**config.mk**
```make
export PLATFORM = sky130hd
export DESIGN_NAME = product_accumulator
export DESIGN_NICKNAME = d
export VERILOG_FILES = /design/src/rtl/product_accumulator.sv
export SDC_FILE = /design/constraint.sdc
export NUM_CORES = 1
export LEC_CHECK = 0
export CORE_MARGIN = 1
export CORE_UTILIZATION = 45
export DETAILED_ROUTE_END_ITERATION = 8
export DONT_BUFFER_PORTS = 1
export PLACE_DENSITY_LB_ADDON = 0.08
export REMOVE_ABC_BUFFERS = 1
export SLEW_MARGIN = 5
export SYNTH_ARGS = -nofsm -noshare
export SYNTH_HDL_FRONTEND = slang
export SYNTH_SLANG_ARGS = --single-unit
export TNS_END_PERCENT = 100
```
**constraint.sdc**
```tcl
create_clock -name clk -period 3.9 [get_ports clk]
set_clock_uncertainty 0.1 [all_clocks]
set_input_delay 0.975 -clock clk [delete_from_list [all_inputs] [get_ports clk]]
set_output_delay 0.975 -clock clk [all_outputs]
set_load 0.1 [all_outputs]
```
**src/rtl/product_accumulator.sv**
```systemverilog
// Sums a stream of upstream products into one result per job.
// Three-state job FSM: IDLE, ACCUM (one beat per cycle), DONE.
module product_accumulator #(
  parameter int DATA_W = 64,
  parameter int LEN_W  = 16
) (
  input  logic              clk,
  input  logic              rst_n,
  input  logic              start,
  input  logic [LEN_W-1:0]  len,
  input  logic              prod_valid,
  input  logic [DATA_W-1:0] prod,
  output logic              prod_ready,
  output logic              sum_valid,
  input  logic              sum_ready,
  output logic [DATA_W-1:0] sum,
  output logic              overflow,
  output logic              busy
);

  typedef enum logic [1:0] {
    IDLE  = 2'd0,
    ACCUM = 2'd1,
    DONE  = 2'd2
  } state_t;

  state_t            state_q;
  state_t            state_d;
  logic [DATA_W-1:0] acc_q;
  logic [DATA_W-1:0] acc_d;
  logic [LEN_W-1:0]  cnt_q;
  logic [LEN_W-1:0]  cnt_d;
  logic [LEN_W-1:0]  len_q;
  logic [LEN_W-1:0]  len_d;
  logic              ovf_q;
  logic              ovf_d;
  logic [DATA_W:0]   add;
  logic              last;

  // Extra top bit of the adder is the carry-out.
  assign add  = {1'b0, acc_q} + {1'b0, prod};

  // cnt_q never exceeds len_q-1, so it cannot wrap
  // before the compare even at the largest len.
  assign last = (cnt_q == (len_q - LEN_W'(1)));

  // Outputs decode straight from registered state.
  assign prod_ready = (state_q == ACCUM);
  assign sum_valid  = (state_q == DONE);
  assign busy       = (state_q != IDLE);
  assign sum        = acc_q;
  assign overflow   = ovf_q;

  // Next-state and datapath updates; hold by default.
  always_comb begin
    state_d = state_q;
    acc_d   = acc_q;
    cnt_d   = cnt_q;
    len_d   = len_q;
    ovf_d   = ovf_q;
    unique case (1'b1)
      (state_q == IDLE): begin
        if (start) begin
          acc_d = '0;
          ovf_d = 1'b0;
          cnt_d = '0;
          if (len == '0) begin
            len_d   = '0;
            state_d = DONE;
          end else begin
            len_d   = len;
            state_d = ACCUM;
          end
        end
      end
      (state_q == ACCUM): begin
        if (prod_valid) begin
          acc_d = add[DATA_W-1:0];
          ovf_d = ovf_q | add[DATA_W];
          cnt_d = cnt_q + LEN_W'(1);
          if (last) begin
            state_d = DONE;
          end
        end
      end
      (state_q == DONE): begin
        if (sum_ready) begin
          state_d = IDLE;
        end
      end
      default: begin
        state_d = IDLE;
      end
    endcase
  end

  // State register; reset aborts any job in flight.
  always_ff @(posedge clk or negedge rst_n) begin
    if (!rst_n) begin
      state_q <= IDLE;
    end else begin
      state_q <= state_d;
    end
  end

  // Accumulator, beat counter, latched length, sticky carry.
  always_ff @(posedge clk or negedge rst_n) begin
    if (!rst_n) begin
      acc_q <= '0;
      cnt_q <= '0;
      len_q <= '0;
      ovf_q <= 1'b0;
    end else begin
      acc_q <= acc_d;
      cnt_q <= cnt_d;
      len_q <= len_d;
      ovf_q <= ovf_d;
    end
  end

endmodule

```
After elaboration in Yosys (flattened, before gate mapping)
Index checks and enable logic that the tools add are counted.

word-level totals
  bits in registers = 99
  input bits = 85
  logic and storage cells = 39

cells by class
  bitwise operators = 1
  equality and inequality tests = 7
  multiplexer cells = 16
  add/subtract/negate cells = 3
  reduce and logical (&&, ||, !) cells = 7

operators by type and width
  cell                                                                   count
  64-bit two-way mux                                                     2
  64-bit case mux with 2 select lines                                    1
  64-bit by 64-bit adder with 65-bit output                              1
  16-bit two-way mux                                                     3
  16-bit case mux with 2 select lines                                    1
  16-bit by 1-bit adder with 16-bit output (second input constant)       1
  16-bit == test                                                         1
  16-bit zero test                                                       1
  16-bit by 1-bit subtractor with 16-bit output (second input constant)  1
  2-bit two-way mux                                                      5
  2-bit case mux with 3 select lines                                     1
  2-bit by 1-bit != test with 1-bit output (second input constant)       2
  2-bit != test (second input constant)                                  2
  4-bit AND reduction                                                    1
  2-bit nonzero test                                                     2
  3-bit AND reduction                                                    1
  2-bit by 1-bit == test with 1-bit output (second input constant)       1
  2-bit == test (second input constant)                                  1
  2-bit zero test                                                        1
  1-bit two-way mux                                                      2
  1-bit case mux with 2 select lines                                     1
  2-bit AND reduction                                                    1
  1-bit OR                                                               1

Depth between registers and ports, before layout
  depth in word-level cells = 5
  gate-level depth with buffers = 12
  mapped depth without buffers = 12

Least setup slack after synthesis
OpenSTA, ideal clock, no wires.

  path kind = input -> register
  start point = in prod[0]
  end point = reg acc_q[60] (netlist: sum[60])
  data required time = 3.677 ns
  library setup time = 0.123 ns
  path slack = 0.278 ns
  arrival time = 3.399 ns
  stages = 12
  cell sequence = ha_1 > fa_1 > a21o_1 > a221o_1 > and4_1 > o31ai_1 > and4_1 > or3b_1 > a21oi_2 > o21ai_1 > nand3_1 > a32o_1

on the way
  word-level cells in the longest chain between the ends = 3

RTL lines
  element                                    RTL line  text
  start, declared                            12        input logic [DATA_W-1:0] prod,
  64-bit by 64-bit adder with 65-bit output  41        assign add = {1'b0, acc_q} + {1'b0, prod};
  64-bit two-way mux                         77        if (prod_valid) begin
  64-bit case mux with 2 select lines        61        unique case (1'b1)
  end signal, assigned                       109       acc_q <= '0;
  end signal, assigned                       114       acc_q <= acc_d;
  end, declared                              29        logic [DATA_W-1:0] acc_q;

Every way passes these cells. The select of a mux whose other input is x is not followed.
A chain may end at the register's enable or synchronous reset.

Worst setup path after layout
Ends and elaborated chain as after synthesis.

==> results <==
- Data on the critical path is required at its endpoint by 4.09 ns.
- The count of hold-fix buffers inserted at cts is 0.
- The prevailing post-synth register cell is sky130_fd_sc_hd__dfrtp_1.
- The first routing iteration left 411 violations.
- After detailed routing, the number of vias per cell comes to 5.64.
- After clock tree synthesis, the clock-pin slew on the worst setup and hold paths is 0.07 ns.
- The clock net sink count is 99.
- Routability-driven placement finished with a final weighted congestion of 0.873.
- The worst reg2reg path depth is 13.
- In this run the remaining antenna-violating nets after routing total 0.
- The leading cell type in the layout, fill and taps excluded is sky130_fd_sc_hd__nand2_1.
- The library cells used most frequently in the layout, excluding fill and tap cells, are sky130_fd_sc_hd__nand2_1, sky130_fd_sc_hd__o21ai_0, sky130_fd_sc_hd__dfrtp_1.
- In this run, synthesis inferred 0 flip-flops with an integrated enable.
- After synthesis the cells add up to 8120 um2.
- After synthesis, the share of flip-flops with an asynchronous set or reset is 100%.
- After legalization and detailed placement, the total HPWL measured 17.0 mm.
- The via count of the routed design is 7405.
- The height of the die is 136 um.
- The layout has 1748 filler cells.
- The worst hold path class is in2async.
- At the pin with the least slew margin, the transition time is 1.10 ns.
- Global routing finished with a remaining overflow of 0.
- In this run, synthesis produced a sequential element count of 99.
- The share of synthesized area occupied by flip-flops and latches is 30.5%.
- The net total in the final layout is 1234.
- The number of rows in the core area is 48.
- The minimum setup slack among reg-to-reg paths is 0.55 ns.
- The yosys synthesis warning count is 0.
- The number of unique standard cell types used by synthesis is 67.
- For the worst setup path, the data arrival time is 3.79 ns.
- Static timing analysis puts the maximum clock frequency at 0.278 GHz.
- Setup violations remaining at the end of the flow were counted as 0.
- Of all nets on the critical path, the largest fanout is 3.
- The layout overhead on the synthesized area is 13.8%.
- The average detailed-routed wire length per instance is 17.1 um.
- In this run the post-CTS setup repair buffer count came out at 0.
- For this block, the routed nets add up to 22.5 mm of wire.
- The H-tree depth is 3.
- The end of the worst register-to-register path is sum[60]$_DFFE_PN0P_.
- The wire length of the first global-routing pass is 36.1 mm.
- The final max-slew violation count is 0.
- The die covers 18600 um2.
- The flow ran to the end, and the final reports show no timing, DRC or antenna violations.
- The placeable core region is 17500 um2.
- The number of iterations in the first detailed-routing pass is 5.
- The number of inserted diodes is 0.
- The number of I/O port buffers is 0.
- The die is 136 um wide.
- The clock root buffer is sky130_fd_sc_hd__clkbuf_16.
- The clock passes through at most 2 buffers.
- Once the floorplan was initialized, standard cells occupied 46.5% of the core.
- Entering global routing, the biggest net connects 100 pins.
- Counting every instance in the synthesized netlist gives 1022.
- TritonCTS built the clock tree.
- The number of buffers added by the clock tree synthesis step is 9.
- The tool flagged a number of max-cap violations equal to 0.
- Setup repair after global routing left no endpoint under its margin.
- In this run the count of I/O pins placed on the die edge is 153.
- The via count of the first global-routing pass is 7175.
- Gates resized during post-CTS repair numbered 0.
- The worst pin sits at a relative slew slack of 26.4%.
- The DRC violation count after routing is 0.
- In this run the critical register-to-register path is launched from sum[0]$_DFFE_PN0P_.
- Of the available clock period, the critical path in the final layout requires 92.1%.
- Across every metal layer, demand over resource in global routing totals 24.7%.
- The initial antenna violation count came to 0.
- The routed design could run at a clock period as short as 3.59 ns.
- STA classifies the critical path startpoint as an input pin.
- The average cell area after synthesis is 7.95 um2.
- The count of endpoints failing hold in the final timing report is 0.
- The latest clock arrival within the worst-skew pair is 0.35 ns.
- For the final routed database, the setup TNS stands at 0 ns.
- The critical path endpoint category is a flop.
- The critical path is of the in2reg type.
- The fraction of layout cells with a size suffix above 1 is 12.2%.
-- worst max-delay path by stage --
stage / start / end
after floorplan: start / sum[32]$_DFFE_PN0P_
after global placement: prod[0] / sum[60]$_DFFE_PN0P_
after detailed placement: prod[0] / sum[60]$_DFFE_PN0P_
after CTS: prod[0] / sum[60]$_DFFE_PN0P_
after global routing: prod[0] / sum[60]$_DFFE_PN0P_
final: prod[0] / sum[60]$_DFFE_PN0P_
-- routing by layer --
layer / up-vias / track usage, % / wire (um)
met5: - / 0 / 0
met4: 0 / 4.63 / 232
met3: 14 / 7.08 / 1570
met2: 164 / 39.7 / 10200
met1: 3448 / 32.9 / 10500
li1: 3779 / - / -
-- kinds of logic (layout without fill, tap and decap cells) --
group           count (synthesis)  after routing  share of synthesized area [%]
compound gates                319            319                           24.7
fa+ha+maj                      67             67                           10.4
flops                          99             99                           30.5
xor+xnor                       90             90                           9.71
mux                             2              2                          0.247
simple gates                  372            372                           20.8
buf+inv                        73            138                           3.59
-- layout make-up --
type | instances | area [um2] | share of cell area [%]
clock buffers | 10 | 239 | 2.59
flip-flops and latches | 99 | 2480 | 26.8
multi-input cells | 850 | 5360 | 58.1
clock inverters | 6 | 50.0 | 0.542
inverters | 24 | 90.1 | 0.975
well taps | 225 | 282 | 3.05
repair buffers | 98 | 736 | 7.96
-- cells in the mapped netlist, drive strengths merged, types with 3 or more instances --
library cell  instances  area (um2)
a221oi                3        26.3
and3                  8        50.1
ha                   66         826
a21boi                4        30.0
xor2                 46         403
a2111oi               3        32.5
o21a                  9        67.6
buf                  10        55.1
a22o                  4        35.0
clkbuf               39         146
nand2               175         662
nand4                27         169
a41oi                 4        42.6
a211oi                9        67.6
nor2b                 4        25.0
o21ai               111         559
o31ai                 8        92.6
o211ai                5        37.5
or3                   6        38.8
a21o                 40         300
nand3                19        95.1
inv                  24        90.1
a21oi                82         418
a31oi                10        62.6
nor4                 10        62.6
nand2b                4        25.0
xnor2                44         385
and2                  9        57.6
dfrtp                99        2480
o21bai               10        75.1
nor3                 26         130
nor2                 71         267
or4                   3        30.0
nand3b                3        22.5
or2                   3        21.3
-- critical path, cell delays in order --
cell and delay [ns]:
sky130_fd_sc_hd__ha_1 0.22, sky130_fd_sc_hd__fa_1 0.41, sky130_fd_sc_hd__a21o_1 0.18, sky130_fd_sc_hd__a221o_1 0.34, sky130_fd_sc_hd__and4_1 0.22, sky130_fd_sc_hd__o31ai_1 0.27
sky130_fd_sc_hd__and4_1 0.30, sky130_fd_sc_hd__or3b_1 0.18, sky130_fd_sc_hd__a21oi_2 0.08, sky130_fd_sc_hd__o21ai_1 0.21, sky130_fd_sc_hd__buf_4 0.15, sky130_fd_sc_hd__a21o_1 0.10
sky130_fd_sc_hd__a32o_1 0.15
-- through the flow --
step / setup WS (ns) / hold slack [ns] / cells / area (um2) / util [%]
6_report: 0.307 / 0.208 / 1312 / 9240 / 52.9
5_1_grt: 0.142 / 0.196 / 1312 / 9240 / 52.9
4_1_cts: 0.321 / 0.200 / 1312 / 9240 / 52.9
3_5_place_dp: -0.0353 / 0.357 / 1296 / 8950 / 51.2
3_3_place_gp: 0.0447 / 0.366 / 1296 / 8950 / 51.2
2_1_floorplan: -0.0930 / 0.330 / 973 / 7920 / -
-- registers in the layout (all words and copies together), names as in the netlist --
signal and count:
cnt_q 16, overflow 1, state_q 2, sum 64, len_q 16
Power is not shown: default switching activity piles up to over one toggle a cycle in this logic, so the estimate is an artifact.
